File: src/rtl/piso_pkg.sv
// Shared types and defaults for the PISO serial controller.
// The macro PISO_PARITY_EN (consumed by piso_serial_ctrl) appends an even-parity bit to each frame.
package piso_pkg;
    localparam int PISO_WIDTH_DEF = 4;

    typedef enum logic [1:0] {
        ST_IDLE   = 2'd0,
        ST_SHIFT  = 2'd1,
        ST_PARITY = 2'd2
    } state_e;
endpackage

File: src/rtl/piso_shift_core.sv
// Load/shift-enable register: parallel load wins over a right shift with zero fill.
// q is the current LSB, which is the serial bit on the wire.
module piso_shift_core
    import piso_pkg::*;
#(
    parameter int WIDTH = PISO_WIDTH_DEF
) (
    input  logic             clk,
    input  logic             rst_n,
    input  logic             load,
    input  logic             shift,
    input  logic [WIDTH-1:0] d,
    output logic             q
);
    logic [WIDTH-1:0] sh_q;
    logic [WIDTH-1:0] sh_d;

    for (genvar i = 0; i < WIDTH; i++) begin : g_stage
        logic nb;
        if (i == WIDTH - 1) begin : g_top
            assign nb = 1'b0;
        end else begin : g_mid
            assign nb = sh_q[i+1];
        end
        assign sh_d[i] = load ? d[i] : (shift ? nb : sh_q[i]);
    end

    always_ff @(posedge clk or negedge rst_n) begin
        if (!rst_n) sh_q <= '0;
        else        sh_q <= sh_d;
    end

    assign q = sh_q[0];
endmodule

File: src/rtl/piso_serial_ctrl.sv
// Sequences a WIDTH-bit PISO register: parallel valid/ready in, LSB-first serial valid/ready out.
// Define PISO_PARITY_EN to append an even-parity bit after bit WIDTH-1 of each frame.
module piso_serial_ctrl
    import piso_pkg::*;
#(
    parameter int WIDTH = PISO_WIDTH_DEF
) (
    input  logic             clk,
    input  logic             rst_n,
    input  logic             in_valid,
    output logic             in_ready,
    input  logic [WIDTH-1:0] in_data,
    output logic             ser_out,
    output logic             ser_valid,
    input  logic             ser_ready,
    output logic             ser_first,
    output logic             ser_last,
    output logic             busy
);
    localparam int               CNT_W    = $clog2(WIDTH + 1);
    localparam logic [CNT_W-1:0] LAST_CNT = CNT_W'(WIDTH - 1);

    state_e           state_q, state_d;
    logic [CNT_W-1:0] cnt_q, cnt_d;
    logic             load, shift, core_q;

    assign load = in_valid & in_ready;
    assign busy = (state_q != ST_IDLE);

`ifdef PISO_PARITY_EN
    logic par_q;

    always_ff @(posedge clk or negedge rst_n) begin
        if (!rst_n)    par_q <= 1'b0;
        else if (load) par_q <= ^in_data;
    end
`endif

    always_comb begin
        state_d   = state_q;
        cnt_d     = cnt_q;
        shift     = 1'b0;
        in_ready  = 1'b0;
        ser_valid = 1'b0;
        ser_out   = 1'b0;
        ser_first = 1'b0;
        ser_last  = 1'b0;
        case (state_q)
            ST_IDLE: begin
                in_ready = 1'b1;
                if (in_valid) begin
                    state_d = ST_SHIFT;
                    cnt_d   = '0;
                end
            end
            ST_SHIFT: begin
                ser_valid = 1'b1;
                ser_out   = core_q;
                ser_first = (cnt_q == '0);
`ifdef PISO_PARITY_EN
                if (ser_ready) begin
                    shift = 1'b1;
                    cnt_d = cnt_q + CNT_W'(1);
                    if (cnt_q == LAST_CNT) state_d = ST_PARITY;
                end
`else
                ser_last = (cnt_q == LAST_CNT);
                in_ready = ser_last & ser_ready;
                if (ser_ready) begin
                    shift = 1'b1;
                    if (cnt_q == LAST_CNT) begin
                        // Reload on the last bit keeps frames back-to-back.
                        cnt_d = '0;
                        if (!in_valid) state_d = ST_IDLE;
                    end else begin
                        cnt_d = cnt_q + CNT_W'(1);
                    end
                end
`endif
            end
`ifdef PISO_PARITY_EN
            ST_PARITY: begin
                ser_valid = 1'b1;
                ser_out   = par_q;
                ser_last  = 1'b1;
                in_ready  = ser_ready;
                if (ser_ready) begin
                    cnt_d   = '0;
                    state_d = in_valid ? ST_SHIFT : ST_IDLE;
                end
            end
`endif
            default: begin
                state_d = ST_IDLE;
                cnt_d   = '0;
            end
        endcase
    end

    always_ff @(posedge clk or negedge rst_n) begin
        if (!rst_n) begin
            state_q <= ST_IDLE;
            cnt_q   <= '0;
        end else begin
            state_q <= state_d;
            cnt_q   <= cnt_d;
        end
    end

    piso_shift_core #(.WIDTH(WIDTH)) u_core (
        .clk   (clk),
        .rst_n (rst_n),
        .load  (load),
        .shift (shift),
        .d     (in_data),
        .q     (core_q)
    );
endmodule

File: config.mk
export PLATFORM = sky130hd
export DESIGN_NAME = piso_serial_ctrl
export DESIGN_NICKNAME = d
export VERILOG_FILES = /design/src/rtl/piso_pkg.sv /design/src/rtl/piso_shift_core.sv /design/src/rtl/piso_serial_ctrl.sv
export SDC_FILE = /design/constraint.sdc
export NUM_CORES = 1
export LEC_CHECK = 0
export CAP_MARGIN = 20
export CELL_PAD_IN_SITES_DETAIL_PLACEMENT = 1
export CELL_PAD_IN_SITES_GLOBAL_PLACEMENT = 2
export CORE_MARGIN = 2
export CORE_UTILIZATION = 26
export DETAILED_ROUTE_END_ITERATION = 6
export PLACE_DENSITY_LB_ADDON = 0.1
export SLEW_MARGIN = 0
export SYNTH_ARGS = -nofsm -noshare
export SYNTH_HDL_FRONTEND = slang
export SYNTH_HIERARCHICAL = 1
export SYNTH_SLANG_ARGS = --single-unit
File: constraint.sdc
create_clock -name clk -period 2.2 [get_ports clk]
set_clock_uncertainty 0.05 [all_clocks]
set_input_delay 0.66 -clock clk [delete_from_list [all_inputs] [get_ports clk]]
set_output_delay 0.66 -clock clk [all_outputs]
set_load 0.005 [all_outputs]
# Yosys cells after proc, flatten, opt, wreduce, memory -nomap -nowiden
# Cells that the tools add are included.
word_totals:
  register_bits: 9
  in_bits: 8
  output_inout_bits: 6
  elab_cells: 42
op_classes:
  n_addsub: 1
  eq_ne: 6
  mux: 24
  bitwise_logic: 2
  n_reduce_logical: 6
ops:
  columns: ["operator", "n"]
  rows:
  - ["two-way mux 1 bit", 14]
  - ["two-way mux 3 bit", 3]
  - ["two-way mux 2 bit", 4]
  - ["inequality test 2 bit (second input constant)", 4]
  - ["one-hot mux 3 bit (2 select lines)", 1]
  - ["one-hot mux 2 bit (2 select lines)", 1]
  - ["AND reduction 4 bit", 1]
  - ["nonzero test 2 bit", 2]
  - ["adder 3 x 1 -> 3 bit (second input constant)", 1]
  - ["== test 3 x 2 -> 1 bit (second input constant)", 1]
  - ["zero test 3 bit", 1]
  - ["bitwise AND 1 bit", 2]
  - ["== test 2 x 1 -> 1 bit (second input constant)", 1]
  - ["zero test 2 bit", 1]
  - ["one-hot mux 1 bit (2 select lines)", 1]
  - ["AND reduction 2 bit", 1]

# Depth between registers and ports, before layout
depth:
  ltp_word: 5
  depth_mapped: 5

# Cells and area by module
# Netlist, hierarchy kept.
modules_own_cells:
  columns: ["module", "instances", "cells_per_inst", "area_each_um2", "seq_area_each_um2"]
  rows:
  - ["piso_serial_ctrl", 1, 26, 274.0, 100.1]
  - ["piso_shift_core", 1, 15, 168.9, 100.1]

# Worst setup path before layout
# OpenSTA, ideal clock, no wires.
synth_path:
  path_type: "input port to flip-flop"
  start: "input port ser_ready"
  end: "register u_core.sh_q[3]"
  arrival_time_ps: 1572
  t_required_ps: 2029
  slack_ps: 457
  cell_stages: 4
  path_buffers: 0
  cell_sequence: "nand3b_1 -> a21boi_0 -> nor2_1 -> a22o_1"
synth_between:
  elab_chain_cells: 4
  elab_cells_between_ends: 7
  classes_between: "4 x mux; 2 x bitwise; 1 x reduce/logical"
synth_rtl:
  columns: ["element", "line", "rtl"]
  rows:
  - ["start: declaration", "piso_serial_ctrl.sv:15", "input logic ser_ready,"]
  - ["bitwise AND 1 bit *", "piso_serial_ctrl.sv:68", "in_ready = ser_last & ser_ready;"]
  - ["one-hot mux 1 bit (2 select lines) *", "piso_serial_ctrl.sv:48", "case (state_q)"]
  - ["bitwise AND 1 bit *", "piso_serial_ctrl.sv:27", "assign load = in_valid & in_ready;"]
  - ["via load", "piso_serial_ctrl.sv:25", "logic load, shift, core_q;"]
  - ["two-way mux 1 bit / nonzero test 2 bit (equally long branches)", null, null]
  - ["end signal: assignment", "piso_shift_core.sv:29", "if (!rst_n) sh_q <= '0;"]
  - ["end signal: assignment", "piso_shift_core.sv:30", "else sh_q <= sh_d;"]
  - ["end: declaration", "piso_shift_core.sv:15", "logic [WIDTH-1:0] sh_q;"]
# The timed path passes the listed nets; every way through them passes the cells marked *.
# A chain may end at the register's enable or synchronous reset.

# Final worst setup path
layout_path:
  start: "register cnt_q[1]"
  end: "output port in_ready"
layout_between:
  elab_chain_cells: 3
layout_rtl:
  columns: ["element", "line", "rtl"]
  rows:
  - ["start: declaration", "piso_serial_ctrl.sv:24", "logic [CNT_W-1:0] cnt_q, cnt_d;"]
  - ["start signal: assignment", "piso_serial_ctrl.sv:106", "cnt_q <= cnt_d;"]
  - ["== test 3 x 2 -> 1 bit", "piso_serial_ctrl.sv:67", "ser_last = (cnt_q == LAST_CNT);"]
  - ["bitwise AND 1 bit", "piso_serial_ctrl.sv:68", null]
  - ["one-hot mux 1 bit (2 select lines)", "piso_serial_ctrl.sv:48", null]
  - ["end: declaration", "piso_serial_ctrl.sv:11", "output logic in_ready,"]
# Every way passes these cells.

==> results.py <==
metrics = {
    "status": {
        "status": "finished, final reports clean",
    },
    "routing": {
        "drt-total-wl_mm": 1.038,
        "postRouteAntennaNets": 0,
        "route.detailed.wl_per_inst_microns": 13.31,
        "drtIter0Drc": 2,
        "avgViaCountPerCell": 4.808,
        "drt-pass1-iter-count": 2,
        "vias": 375,
        "drc": 0,
    },
    "worst_setup_path": {
        "setup.worst_path.class": "flop to output port",
        "r2r_start": "cnt_q[1]",
        "cp.arrival_ps": 1410,
        "end_kind": "output port",
        "r2r_end": "u_core/sh_q[0]",
        "startpoint": "cnt_q[1]",
        "endpoint": "in_ready",
        "worst_r2r_path_depth": 10,
        "start_kind": "flop",
        "cp_max_fo": 2,
        "cp.required_ps": 1490,
        "reg2reg_setup_slack_ps": 340,
    },
    "synthesis": {
        "synth_top_cell_area_share_pct": 45.20,
        "synth_edf_count": 0,
        "synth_seq_area_share_pct": 45.20,
        "yosys_warnings": 6,
        "syn-instance-count": 41,
        "async_reset_ff_share_pct": 100.0,
        "ys_top_cells_by_area": "dfrtp_1 (45%), mux2i_1 (9.0%), ha_1 (5.6%)",
        "synthesis.nets": 51,
        "synth.most_common_cell": "dfrtp_1",
        "syn_area_sq_um": 442.9,
        "synth_common_cells": "dfrtp_1 (8), inv_1 (4), mux2i_1 (4), nand2_1 (4), o21ai_1 (3)",
        "yosysTopAreaCell": "dfrtp_1",
        "syn_avg_cell_area_sq_um": 10.80,
        "ys_ff_latch": 8,
        "synthFlopType": "dfrtp_1",
        "synth.distinct_cells": 19,
    },
    "die": {
        "io_pins": 14,
        "rows": 14,
        "die-width_microns": 45.28,
        "die_y_microns": 45.28,
        "die-area_sq_mm": 0.002050,
        "coreArea_sq_mm": 0.001559,
        "start_util_pct": 28.41,
    },
    "timing": {
        "post-route-min-period_ps": 2125,
        "report.final.hold_viol_count": 0,
        "worst_pin_slew_ps": 364.5,
        "slew_violations": 0,
        "fin_crit_sh_pct": 96.58,
        "max_freq_mhz": 470.6,
        "setup_viol": 0,
        "setup_ws_ps": 75.23,
        "relSlewSlack_pct": 75.62,
    },
    "placement": {
        "pre_cts_slack_ps": -362.2,
        "io_buffers": 13,
        "place.gp.congestion": 0.7287,
        "place_area_sq_um": 589.3,
        "numPlacedInstances": 70,
    },
    "global_route": {
        "grt_overflow_total": 0,
        "grt_pass1_vias": 423,
        "grt_pass1_wl_mm": 1.745,
        "grt_max_degree": 13,
        "grt_usage_pct": 12.24,
        "antenna_found_initial": 0,
    },
    "finish": {
        "layout-drive-gt1-share_pct": 33.87,
        "fin_nets": 74,
        "syn_to_final_growth_pct": 50.56,
        "fin_area_sq_um": 666.9,
        "final-seq-area_sq_um": 201.4,
        "multi_input_area_sq_um": 224.0,
        "fin_cells": 78,
        "insertedDiodeCount": 0,
        "fill_cells": 175,
    },
    "clock_tree": {
        "cts_buffers": 3,
        "cts_tree": "done",
        "cts_buffer_depth": 2,
        "cts_hold_buf": 0,
        "insertion_delay_ps": 250,
        "clock-root-buffer": "clkbuf_4",
        "clk_pin_slew_ps": 50,
        "ctsHtreeMaxLevel": 1,
        "clkSinkCount": 8,
    },
    "job": {
        "cap_violations": 0,
    },
    "hold_path": {
        "hp-class": "flop to flop",
        "holdCritStartpoint": "u_core/sh_q[3]",
    },
    "power": {
        "leakage_nw": 0.3342,
        "p_per_area_mw_per_mm2": 994.0,
        "p_total_uw": 662.9,
        "vdd_drop_max_mv": 0.3916,
    },
}
## cell type report
class,instances,share of cell area (%)
tap,16,3.002
sequential,8,30.21
clock buffer,3,3.377
timing repair buffer,20,27.58
multi-input combinational,27,33.58
inverter,4,2.251
## worst min path at each step
stage	cells after the start	slack (ps)	end
floorplan	0	310	cnt_q[0]
detailed placement	1	430	u_core/sh_q[3]
CTS	1	450	u_core/sh_q[3]
finish	1	450	u_core/sh_q[3]
global placement	1	430	u_core/sh_q[3]
global route	1	480	u_core/sh_q[3]
## where the power goes
group,switching [mW],leakage [nW],internal [mW]
registers,0.0421,0.101,0.193
clock network,0.0480,0.0138,0.0623
logic,0.121,0.219,0.196
## repair_timing
item,in CTS,in global routing
buffers inserted,4,1
pin swaps,1,2
endpoints found under the setup margin,4,2
gates resized for setup,11,2
## routing by layer
metal | GRT usage [%] | routed length (microns) | share of wire [%]
met1 | 13.86 | 407 | 39
met5 | 0 | 0 | 0
met3 | 3.200 | 56 | 5.4
met2 | 20.00 | 545 | 53
met4 | 8.235 | 29 | 2.8
## stage by stage
step	setup TNS [ps]	hold WS, ps	utilization, %
6_report	0	453.6	42.78
5_1_grt	-3.855	477.4	42.78
4_1_cts	-28.68	452.6	42.46
3_5_place_dp	-362.2	434.2	37.80
3_3_place_gp	-339.3	433.2	37.80
2_1_floorplan	0	314.4	-
## flip-flops by register name, summed over array words and instances, names as in the netlist
register	cells
cnt_q	3
u_core/sh_q	4
state_q	1
## worst max-delay path: stages, from the launching register on
cell	delay [ps]
dfrtp_1	400
buf_6	130
ha_4	150
buf_4	130
nand3b_1	100
nand2_1	60
clkdlybuf4s15_2	210
## placed cells by master (no fill, tap or decap), types with 2 or more instances in the layout
master / instances
o21ai_1: 3
clkdlybuf4s50_1: 9
inv_1: 4
clkbuf_4: 3
mux2i_1: 4
nand2_1: 4
a22o_1: 2
buf_4: 6
dfrtp_1: 7
and2_2: 2
nand3b_1: 2
## logic make-up (layout without fill, tap and decap cells)
group,count (synthesis),after routing,synth area share [%]
AOI/OAI and AO/OA,9,9,16.38
adders and majority gates,2,2,5.649
buffers and inverters,6,27,7.627
DFF,8,8,45.20
muxes,4,4,9.040
and+or+nand+nor,12,12,16.10
No activity file was read; power rests on OpenSTA's default activity.
